===== config.mk =====
export PLATFORM = sky130hd
export DESIGN_NAME = alu_share_ctrl
export DESIGN_NICKNAME = d
export VERILOG_FILES = /design/src/rtl/alu_share_ctrl_pkg.sv /design/src/rtl/alu_share_ctrl_rr_arb2.sv /design/src/rtl/alu_share_ctrl.sv
export SDC_FILE = /design/constraint.sdc
export NUM_CORES = 1
export LEC_CHECK = 0
export ABC_AREA = 1
export BUFFER_PORTS_ARGS = -buffer_cell sky130_fd_sc_hd__buf_2
export CAP_MARGIN = 20
export CORE_MARGIN = 10
export CORE_UTILIZATION = 50
export CTS_CLUSTER_SIZE = 30
export DETAILED_ROUTE_END_ITERATION = 6
export MAX_ROUTING_LAYER = met4
export PLACE_DENSITY = 0.86
export SLEW_MARGIN = 20
export SYNTH_ARGS = -nofsm -noshare
export SYNTH_HDL_FRONTEND = slang
export SYNTH_SLANG_ARGS = --single-unit

===== constraint.sdc =====
create_clock -name clk -period 2.55 [get_ports clk]
set_input_delay 0.51 -clock clk [delete_from_list [all_inputs] [get_ports clk]]
set_output_delay 0.51 -clock clk [all_outputs]
set_load 0.01 [all_outputs]

===== src/rtl/alu_share_ctrl_pkg.sv =====
// Shared types for the ALU-sharing controller: opcodes, FSM states and default widths.
package alu_pkg;

  localparam int WIDTH_DEF = 4;
  localparam int OP_W_DEF  = 3;
  localparam int RES_W_DEF = 5;
  localparam int CNT_W     = 3;

  typedef enum logic [2:0] {
    OP_AND  = 3'd0,
    OP_OR   = 3'd1,
    OP_XOR  = 3'd2,
    OP_ADD  = 3'd3,
    OP_LAND = 3'd4
  } alu_op_e;

  typedef enum logic [1:0] {
    IDLE  = 2'd0,
    ISSUE = 2'd1,
    RESP  = 2'd2
  } state_e;

  function automatic logic op_is_legal(input logic [7:0] op);
    return op <= 8'(OP_LAND);
  endfunction

endpackage


===== src/rtl/alu_share_ctrl_rr_arb2.sv =====
// Two-way round-robin grant: a lone requester wins, on contention the one not served last wins.
module rr_arb2 (
  input  logic [1:0] valid_i,
  input  logic       last_id_i,
  output logic [1:0] gnt_o,
  output logic       gnt_id_o
);

  always_comb begin
    gnt_id_o = valid_i[1];
    if (valid_i == 2'b11) gnt_id_o = ~last_id_i;
    gnt_o = 2'b00;
    if (|valid_i) gnt_o = gnt_id_o ? 2'b10 : 2'b01;
  end

endmodule


===== src/rtl/alu_share_ctrl.sv =====
// Shares one ALU between two requesters: round-robin grant, operand latch,
// timed ALU enable and a requester-tagged valid/ready response.
//
// state | meaning
// IDLE  | waiting for a request; only here is the winner's ready driven
// ISSUE | alu_enable held with latched op/operands for ALU_LAT cycles
// RESP  | response held stable until rsp_ready
module alu_share_ctrl
  import alu_pkg::*;
#(
  parameter int WIDTH   = WIDTH_DEF,
  parameter int OP_W    = OP_W_DEF,
  parameter int RES_W   = RES_W_DEF,
  parameter int ALU_LAT = 1
) (
  input  logic             clk,
  input  logic             rst_n,
  input  logic             req0_valid,
  output logic             req0_ready,
  input  logic [OP_W-1:0]  req0_op,
  input  logic [WIDTH-1:0] req0_a,
  input  logic [WIDTH-1:0] req0_b,
  input  logic             req1_valid,
  output logic             req1_ready,
  input  logic [OP_W-1:0]  req1_op,
  input  logic [WIDTH-1:0] req1_a,
  input  logic [WIDTH-1:0] req1_b,
  output logic             alu_enable,
  output logic [OP_W-1:0]  alu_op,
  output logic [WIDTH-1:0] alu_a,
  output logic [WIDTH-1:0] alu_b,
  input  logic [RES_W-1:0] alu_result,
  output logic             rsp_valid,
  input  logic             rsp_ready,
  output logic             rsp_id,
  output logic [RES_W-1:0] rsp_data,
  output logic             rsp_err
);

  state_e             state_q, state_d;
  logic               last_id_q, last_id_d;
  logic               id_q, id_d;
  logic [CNT_W-1:0]   lat_cnt_q, lat_cnt_d;
  logic [OP_W-1:0]    op_q, op_d;
  logic [WIDTH-1:0]   a_q, a_d, b_q, b_d;
  logic               rsp_id_q, rsp_id_d;
  logic [RES_W-1:0]   rsp_data_q, rsp_data_d;
  logic               rsp_err_q, rsp_err_d;

  logic [1:0]         gnt;
  logic               gnt_id;
  logic [OP_W-1:0]    sel_op;
  logic [WIDTH-1:0]   sel_a, sel_b;

  rr_arb2 u_arb (
    .valid_i   ({req1_valid, req0_valid}),
    .last_id_i (last_id_q),
    .gnt_o     (gnt),
    .gnt_id_o  (gnt_id)
  );

  assign sel_op = gnt_id ? req1_op : req0_op;
  assign sel_a  = gnt_id ? req1_a  : req0_a;
  assign sel_b  = gnt_id ? req1_b  : req0_b;

  always_comb begin
    state_d    = state_q;
    last_id_d  = last_id_q;
    id_d       = id_q;
    lat_cnt_d  = lat_cnt_q;
    op_d       = op_q;
    a_d        = a_q;
    b_d        = b_q;
    rsp_id_d   = rsp_id_q;
    rsp_data_d = rsp_data_q;
    rsp_err_d  = rsp_err_q;
    case (state_q)
      IDLE: begin
        if (|gnt) begin
          op_d      = sel_op;
          a_d       = sel_a;
          b_d       = sel_b;
          id_d      = gnt_id;
          last_id_d = gnt_id;
          if (op_is_legal(8'(sel_op))) begin
            state_d   = ISSUE;
            lat_cnt_d = '0;
          end else begin
            // Illegal opcodes never reach the ALU.
            state_d    = RESP;
            rsp_data_d = '0;
            rsp_err_d  = 1'b1;
            rsp_id_d   = gnt_id;
          end
        end
      end
      ISSUE: begin
        lat_cnt_d = lat_cnt_q + CNT_W'(1);
        if (lat_cnt_q == CNT_W'(ALU_LAT - 1)) begin
          rsp_data_d = alu_result;
          rsp_err_d  = 1'b0;
          rsp_id_d   = id_q;
          state_d    = RESP;
        end
      end
      RESP: begin
        if (rsp_ready) state_d = IDLE;
      end
      default: state_d = IDLE;
    endcase
  end

  always_ff @(posedge clk) begin
    if (!rst_n) begin
      state_q    <= IDLE;
      last_id_q  <= 1'b1;
      id_q       <= 1'b0;
      lat_cnt_q  <= '0;
      op_q       <= '0;
      a_q        <= '0;
      b_q        <= '0;
      rsp_id_q   <= 1'b0;
      rsp_data_q <= '0;
      rsp_err_q  <= 1'b0;
    end else begin
      state_q    <= state_d;
      last_id_q  <= last_id_d;
      id_q       <= id_d;
      lat_cnt_q  <= lat_cnt_d;
      op_q       <= op_d;
      a_q        <= a_d;
      b_q        <= b_d;
      rsp_id_q   <= rsp_id_d;
      rsp_data_q <= rsp_data_d;
      rsp_err_q  <= rsp_err_d;
    end
  end

  assign req0_ready = (state_q == IDLE) && rst_n && gnt[0];
  assign req1_ready = (state_q == IDLE) && rst_n && gnt[1];
  assign alu_enable = (state_q == ISSUE);
  assign alu_op     = alu_enable ? op_q : '0;
  assign alu_a      = alu_enable ? a_q  : '0;
  assign alu_b      = alu_enable ? b_q  : '0;
  assign rsp_valid  = (state_q == RESP);
  assign rsp_id     = rsp_id_q;
  assign rsp_data   = rsp_data_q;
  assign rsp_err    = rsp_err_q;

endmodule


==> run summary <==
Area growth from synthesis to layout - 22.0%
# setup viols final - 0
Sort of element at the start of the critical path - flip-flop
Initial standard-cell utilization of the core - 52.2%
Critical path peak fanout - 23
Cell Area, Synth - 0.00128 mm^2
Largest net degree at the start of global routing - 24
Total power - 1.01 mW
Number of flops mapped to enable cells by yosys - 0
Via count - 1311
Count of H-tree levels built during CTS - 1
Clock transition at the registers of the reported paths - 0.14 ns
Share of layout cells above drive strength 1 - 32.6%
CP Buf/Inv Count - 3
Worst hold-check path type - in2reg
Proportion of synthesized chip area in sequential cells - 39.1%
Leakage power figure - 0.800 nW
Number of buffer cells added on primary ports - 53
Post-Syn Nets - 217
Number of primary I/O pins - 54
Final #Nets - 268
Average footprint of a synthesized cell - 7.00 um^2
Vertical die dimension - 70.6 um
Hold Vio Cnt, Final - 0
Final weighted congestion in routability-driven placement - 0.823
Highest attainable clock frequency - 0.438 GHz
Count of standard-cell rows - 18
Number of clock sinks - 25
Final period utilization - 89.5%
RSZ-0062 raised after global routing - no
Slowest cell delay on critical path - 0.40 ns
Yosys synthesis warning count - 0
Worst hold slack across all endpoints - 0.425 ns
Post-Route Utilization - 63.7%
Total net switching power - 376 uW
CTS tree - done
Smallest setup slack after layout - 0.267 ns
Grt total ovfl - 0
Post-detailed-route DRC marker count - 0
Sequence of cells on the critical path - nor2_2 > inv_2 > nor2_4 > inv_1 > nor3_1 > buf_2
Power density normalized to cell area - 645 mW/mm^2
Post-route clock skew - 0.0138 ns
Post-DR wirelength/cell - 12.6 um
Slew Limit Headroom - 71.4%
Wire length of the first global-routing pass - 5.46 mm
Routed vias/inst - 4.98
Count of cell types in the netlist - 23
Library cell contributing the largest single delay on the critical path - dfxtp_1
Arrival time of the worst setup path - 1.77 ns
Final antenna-violating net count - 0
Clock period minus worst slack - 2.28 ns
Maximum buffer depth of the clock tree - 2
DIE AREA - 0.00499 mm^2
Syn Inst Count - 183
Flop and latch count out of synthesis - 25
Pin slew with the least headroom to its limit - 0.428 ns
Count of pins over their slew limit - 0
Internal Power - 632 uW
Post-Route WL - 3.31 mm
Die span in x - 70.6 um
Number of DRC markers in iteration 0 - 54
Capturing element type of the critical path - output port
1st-pass router iterations - 4
Post-CTS repair timing setup buffer count - 0
Worst slack after detailed placement - 0.527 ns
Total global routing track utilization - 13.2%
Primary flip-flop cell chosen by synthesis mapping - dfxtp_1
Power share of the clock group - 17.8%
Comb pwr share - 34.0%
Cells resized by post-CTS repair - 0
Sequential Power Share - 48.2%
Area of the placeable core - 0.00245 mm^2
CTS Root Buffer Type - clkbuf_4
CP Class - reg2out
Skew-Pair Late Insertion Delay - 0.33 ns
Largest vdd supply drop - 0.547 mV
Number of global-route vias before repair - 1211
Gate family responsible for the most delay along the worst path - simple AND/OR/NAND/NOR gates
Total CTS buffers - 3
Number of buffers inserted by hold repair at cts - 0
Status - finished clean
Number of maximum-capacitance constraint violations - 0
Final antenna diode count - 0
Antenna violations before repair - 0
Fraction of power spent switching nets - 37.3%
Share of synthesized registers carrying an async set or reset - 0%
Sum of negative setup slack - 0 ns
Req. time, crit path - 2.04 ns
HPWL after DPL - 2.60 mm
-- worst min-delay path, delay by kind of cell --
family	cells	cell delay, ns
compound gates	1	0.07
buf+inv	1	0.09
simple gates	1	0.05
-- final cells by class --
cell class	instances	area, um^2
Timing Repair Buffer	54	273
Multi-Input combinational cell	123	623
Clock buffer	3	22.5
Inverter	27	101
Sequential cell	25	500
Tap cell	30	37.5
Clock inverter	1	5.00
Fill cell	228	892
-- sequential cells by signal, summed over array words and instances, names as in the netlist --
signal	count
lat_cnt_q	3
rsp_data	5
b_q	4
state_q	2
last_id_q	1
rsp_err	1
rsp_id	1
id_q	1
op_q	3
a_q	4
-- synthesized netlist by cell type (2+ instances only) --
cell	count	share of area (%)
buf_6	3	2.6
nor2_2	2	0.98
nand2_2	5	2.4
nand3_1	9	3.5
inv_1	23	6.7
inv_2	4	1.2
dfxtp_1	25	39
a31oi_1	9	4.4
nor3_1	2	0.78
buf_2	3	1.2
nor2_1	16	4.7
o21ai_0	10	3.9
nand2_1	40	12
nand2_4	3	2.6
clkbuf_1	2	0.59
o21ai_1	2	0.78
nor2_4	2	1.8
a21oi_1	17	6.6
ha_1	2	2.0
-- cell usage in the layout, fill, tap and decap left out, types with 2 or more instances in the layout --
master | Yosys | routed
nor3_1 | 2 | 2
nand2_1 | 40 | 40
a21oi_1 | 17 | 17
o21ai_0 | 10 | 10
nor2_1 | 16 | 16
nand3_1 | 9 | 9
ha_1 | 2 | 2
nor2_2 | 2 | 2
clkbuf_4 | 0 | 3
nand2_4 | 3 | 3
inv_2 | 4 | 4
dfxtp_1 | 25 | 25
nand2_2 | 5 | 5
inv_1 | 23 | 23
buf_2 | 3 | 53
o21ai_1 | 2 | 2
a31oi_1 | 9 | 9
nor2_4 | 2 | 2
-- path summary, 6_finish.rpt --
check                               to  depth (start not counted)  slack (ns)                      from
max                         req0_ready                          6        0.27   state_q[1]$_SDFFE_PN0P_
min reg2reg   rsp_data[0]$_SDFFE_PN0P_                          2        0.47  rsp_data[0]$_SDFFE_PN0P_
min                b_q[3]$_SDFFE_PN0P_                          3        0.42                 req1_b[3]
max reg2reg  lat_cnt_q[1]$_SDFFE_PN0P_                          9        1.05    last_id_q$_SDFFE_PN1P_
-- per-stage QoR --
stage | cell area, um^2 | instances
after floorplan | 1280 | 183
after global routing | 1560 | 263
final | 1560 | 263
after CTS | 1560 | 263
after global placement | 1540 | 259
after detailed placement | 1540 | 259
-- layer usage --
metal / track usage (%) / wire length [um] / part of all wire (%) / up-vias
met5: - / 0 / 0 / -
met4: 3.66 / 6 / 0.18 / 0
met3: 4.04 / 169 / 5.1 / 2
met2: 21.5 / 1640 / 49 / 40
met1: 15.3 / 1500 / 45 / 585
li1: - / - / - / 684
-- logic make-up (layout without fill, tap and decap cells) --
group	Yosys count	count (layout)	synth area share, %
buf+inv	35	85	12.3
compound gates	40	40	17.1
simple gates	81	81	29.6
fa+ha+maj	2	2	1.95
flops	25	25	39.1
-- power by group through the flow --
stage | Sequential (mW) | Combinational (mW) | Clock [mW]
floorplan | 0.493 | 0.254 | 0
finish | 0.486 | 0.343 | 0.180
global placement | 0.493 | 0.336 | 0
CTS | 0.486 | 0.344 | 0.183
global route | 0.494 | 0.390 | 0.198
detailed placement | 0.495 | 0.342 | 0
No activity file was read; power rests on OpenSTA's default activity.
